`src/rtl/reg_bank_dump.sv`:
```
// Read-only dump engine: walks a dual-read-port register bank two registers at a time
// and presents each {odd, even} pair on a valid/ready output until the whole bank is emitted.
module reg_bank_dump #(
  parameter  int WIDTH      = 32,
  parameter  int TOTAL_REGS = 32,
  localparam int AW         = $clog2(TOTAL_REGS),
  localparam int PW         = (AW > 1) ? AW - 1 : 1
) (
  input  logic               CLK,
  input  logic               RST,
  input  logic               START,
  output logic [AW-1:0]      RA1,
  output logic [AW-1:0]      RA2,
  input  logic [WIDTH-1:0]   RD1,
  input  logic [WIDTH-1:0]   RD2,
  output logic               OUT_VALID,
  input  logic               OUT_READY,
  output logic [2*WIDTH-1:0] OUT_DATA,
  output logic [AW-1:0]      OUT_IDX,
  output logic               BUSY,
  output logic               DONE
);

  typedef enum logic [1:0] {
    S_IDLE   = 2'd0,
    S_READ   = 2'd1,
    S_HOLD   = 2'd2,
    S_FINISH = 2'd3
  } state_t;

  localparam logic [PW-1:0] LAST_PAIR = PW'(TOTAL_REGS / 2 - 1);

  state_t               r_state;
  state_t               w_state_nxt;
  logic [PW-1:0]        r_p;
  logic                 r_out_valid;
  logic [2*WIDTH-1:0]   r_out_data;
  logic [AW-1:0]        r_out_idx;
  logic [AW-1:0]        w_ra1;
  logic                 w_p_clr;
  logic                 w_p_inc;
  logic                 w_capture;
  logic                 w_valid_clr;

  // Both read addresses are pure functions of the pair counter.
  assign w_ra1     = AW'({r_p, 1'b0});
  assign RA1       = w_ra1;
  assign RA2       = w_ra1 | AW'(1);
  assign OUT_VALID = r_out_valid;
  assign OUT_DATA  = r_out_data;
  assign OUT_IDX   = r_out_idx;
  assign BUSY      = (r_state != S_IDLE);
  assign DONE      = (r_state == S_FINISH);

  // Next-state and datapath control decode.
  always_comb begin
    w_state_nxt = r_state;
    w_p_clr     = 1'b0;
    w_p_inc     = 1'b0;
    w_capture   = 1'b0;
    w_valid_clr = 1'b0;
    case (r_state)
      S_IDLE: begin
        if (START) begin
          w_p_clr     = 1'b1;
          w_state_nxt = S_READ;
        end else begin
          w_state_nxt = S_IDLE;
        end
      end
      S_READ: begin
        w_capture   = 1'b1;
        w_state_nxt = S_HOLD;
      end
      S_HOLD: begin
        // OUT_VALID is always set in HOLD, so READY here is an accept.
        if (OUT_READY) begin
          w_valid_clr = 1'b1;
          if (r_p == LAST_PAIR) begin
            w_state_nxt = S_FINISH;
          end else begin
            w_p_inc     = 1'b1;
            w_state_nxt = S_READ;
          end
        end else begin
          w_state_nxt = S_HOLD;
        end
      end
      S_FINISH: begin
        w_p_clr     = 1'b1;
        w_state_nxt = S_IDLE;
      end
      default: begin
        w_state_nxt = S_IDLE;
      end
    endcase
  end

  // State, pair counter and output pair registers.
  always_ff @(posedge CLK) begin
    if (RST) begin
      r_state     <= S_IDLE;
      r_p         <= '0;
      r_out_valid <= 1'b0;
      r_out_data  <= '0;
      r_out_idx   <= '0;
    end else begin
      r_state <= w_state_nxt;
      if (w_p_clr) begin
        r_p <= '0;
      end else if (w_p_inc) begin
        r_p <= r_p + PW'(1);
      end
      if (w_capture) begin
        r_out_data  <= {RD2, RD1};
        r_out_idx   <= w_ra1;
        r_out_valid <= 1'b1;
      end else if (w_valid_clr) begin
        r_out_valid <= 1'b0;
      end
    end
  end

endmodule

```
`config.mk`:
```
export PLATFORM = sky130hd
export DESIGN_NAME = reg_bank_dump
export DESIGN_NICKNAME = d
export VERILOG_FILES = /design/src/rtl/reg_bank_dump.sv
export SDC_FILE = /design/constraint.sdc
export NUM_CORES = 1
export LEC_CHECK = 0
export CORE_AREA = 2 2 102 79
export CTS_BUF_LIST = sky130_fd_sc_hd__clkbuf_16
export DETAILED_ROUTE_END_ITERATION = 12
export DIE_AREA = 0 0 104 81
export PLACE_DENSITY = 0.9
export SLEW_MARGIN = 0
export SYNTH_ARGS = -nofsm -noshare
export SYNTH_HDL_FRONTEND = slang
export SYNTH_SLANG_ARGS = --single-unit
```
`constraint.sdc`:
```
create_clock -name CLK -period 1.6 [get_ports CLK]
set_clock_uncertainty 0.05 [all_clocks]
set_input_delay 0.32 -clock CLK [delete_from_list [all_inputs] [get_ports CLK]]
set_output_delay 0.32 -clock CLK [all_outputs]
set_load 0.005 [all_outputs]
```
==> key figures <==
Clock network
  – Root Buffer: clkbuf_16
  – Reg clk slew, reported paths: 0.06 ns
  – Clock sinks: 75
  – Clk buf depth: 2
  – H-tree depth: 3
  – CTS Hold Buffers Added: 0
  – Number of CTS-inserted buffers: 9
  – CTS tree: done
  – Worst-Skew Late Latency: 0.32 ns

Finish
  – Area grow syn2layout: 68.7%
  – Finished Layout Cells: 535
  – Filler Cell Count: 634
  – Fin nets: 500
  – N_diodes: 0
  – Post-Route Utilization: 63.2%
  – Layout cell share with drive strength beyond 1: 10.5%
  – Fin area: 4780 µm²

Run status
  – Status: complete, no violations

GRT
  – Initial antenna violation count: 0
  – Largest net degree at the start of global routing: 44
  – Overall Global Routing Usage: 17.9%
  – Vias in the first global route: 2,553
  – Total global routing overflow: 0
  – First-pass GRT wire length: 12,000 µm

Route
  – Vias: 2,476
  – WL met2: 4090 µm
  – WL met1: 2990 µm
  – Via/cell ratio: 4.63
  – DR top layer: met4
  – Routed Antenna Nets: 0
  – Met3 WL: 405 µm
  – # DRC: 0
  – Total Wirelength: 7630 µm
  – Wirelength per Cell: 14.3 µm
  – DR iter-0 viols: 50
  – Initial DRT Pass Iterations: 4

Power and ir drop
  – Pwr dens: 958 nW/µm²
  – Leak: 1.96 nW
  – Peak supply drop: 0.000639 V

Setup path
  – CP Max Fanout: 6
  – Crit path DAT: 1.19 ns
  – CP max-delay cell: clkdlybuf4s50_1
  – Crit path capture type: output pin
  – Crit path launch type: flip-flop
  – CP Cell Sequence: clkdlybuf4s50_1
  – CP peak stage delay: 0.50 ns
  – CP delay by family, top: buffers and inverters
  – WP buf/inv: 1
  – Worst Path Required: 1.23 ns
  – CP Class: reg -> out

Floorplanning
  – Die Area: 8420 µm²
  – Die Span Y: 81 µm
  – Core Rows: 28
  – Initial Utilization: 37.5%
  – Core area: 7570 µm²
  – IO Count: 150
  – DIE WIDTH: 104 µm

Logic synthesis
  – Synthesized area per cell: 10.4 µm²
  – Post-synthesis cell area: 2830 µm²
  – Post-synthesis cell type count: 25
  – Synth warnings: 0
  – Yosys reg bits: 75
  – Register area share after synthesis: 53.0%
  – Cells after Synth: 273

STA
  – Hold Fails Final Rpt: 0
  – Max Clock Freq: 643 MHz
  – Tcrit/Tclk final: 97.3%
  – Final Slew Violations: 0
  – Final Setup Violations: 0
  – Tmin final: 1.56 ns
  – Fin Hold WS: 0.311 ns

Place
  – Port bufs: 146
  – Placed wire-length estimate: 5610 µm
  – Area after DPL: 4410 µm²
  – RePlAce Congestion: 0.758
  – Placed insts: 513

Flow run
  – Max-cap violations: 0

Hold path
  – Worst min path class: in -> reg
## through the flow
stage / setup TNS (ns) / setup slack, ns / power [mW]
2_1_floorplan: 0 / 0.192 / 2.30
6_report: 0 / 0.0437 / 4.58
3_5_place_dp: 0 / 0.00943 / 2.71
4_1_cts: 0 / 0.00147 / 4.63
3_3_place_gp: 0 / 0.0503 / 2.68
5_1_grt: -0.00597 / -0.00597 / 4.77
## cells by family (layout without fill, tap and decap cells)
family / count (synthesis) / count (layout) / synth area share [%]
AOI/OAI and AO/OA: 13 / 13 / 2.74
adders and majority gates: 6 / 6 / 2.65
buffers and inverters: 26 / 182 / 5.61
DFF: 75 / 75 / 53.0
muxes: 68 / 68 / 24.0
other: 2 / 3 / 0.265
and+or+nand+nor: 83 / 83 / 11.7
## cells in the mapped netlist, drive strengths merged
library cell | n | area (µm²)
and3 | 1 | 6.26
nor2 | 70 | 263
mux2i | 68 | 681
o21bai | 1 | 7.51
o21a | 1 | 7.51
a31oi | 1 | 6.26
or3 | 2 | 12.5
nand3 | 3 | 15.0
a21oi | 6 | 30.0
o21ai | 2 | 10.0
clkbuf | 8 | 30.0
nand2 | 4 | 17.5
a21o | 1 | 8.76
dfxtp | 75 | 1500
buf | 15 | 118
nor3 | 1 | 5.00
ha | 6 | 75.1
conb | 2 | 7.51
nor3b | 1 | 7.51
nand4 | 1 | 6.26
inv | 3 | 11.3
o31ai | 1 | 7.51
## cell usage in the layout (no fill, tap or decap), types with 4 or more instances in the layout
cell type / n
mux2i_1: 68
dfxtp_4: 4
dlymetal6s2s_1: 8
buf_4: 15
clkdlybuf4s50_1: 135
nor2_1: 70
dfxtp_1: 69
ha_1: 4
a21oi_1: 6
clkbuf_16: 9
## power by group
part / leakage [nW] / internal, mW / total (mW) / switching, mW
clock: 0.140 / 1.19 / 1.92 / 0.730
combinational: 1.20 / 0.427 / 0.668 / 0.241
sequential: 0.615 / 1.95 / 2.00 / 0.0460
total: 1.96 / 3.56 / 4.58 / 1.02
## repair_timing
| action | 4_1_cts | 5_1_grt |
|---|---|---|
| resized for setup | 12 | 13 |
| setup buffers | 2 | 5 |
| endpoints found under the setup margin | 10 | 14 |
## layer usage
layer | vias to the layer above | global-route usage (%)
met5 | - | 0
met4 | 0 | 7.84
met3 | 12 | 6.90
met2 | 82 | 33.0
met1 | 1175 | 18.5
li1 | 1207 | -
## sequential cells by signal (all words and copies together), names as in the netlist
register   flops
OUT_IDX        4
r_state        2
OUT_VALID      1
r_p            4
OUT_DATA      64
## worst paths after layout
kind                                                  end                      start  slack (ns)  depth (start not counted)
worst max register to register        r_p[0]$_SDFFE_PP0P_      r_state[1]$_SDFF_PP0_        0.12                          6
worst max-delay path                               RA1[2]        r_p[1]$_SDFFE_PP0P_        0.04                          1
worst min-delay path                r_state[0]$_SDFF_PP0_                        RST        0.31                          2
worst min register to register  OUT_DATA[47]$_SDFFE_PP0P_  OUT_DATA[47]$_SDFFE_PP0P_        0.44                          2
## area by class of cell
cell class	instances	area, µm²	area share (%)
clock buffers	9	225	4.71
clock inverters	6	58.8	1.23
inverters	3	11.3	0.236
multi-input cells	173	1190	24.9
flip-flops and latches	75	1520	31.8
well taps	105	131	2.75
repair buffers	164	1640	34.4
No activity file was read; power rests on OpenSTA's default activity.
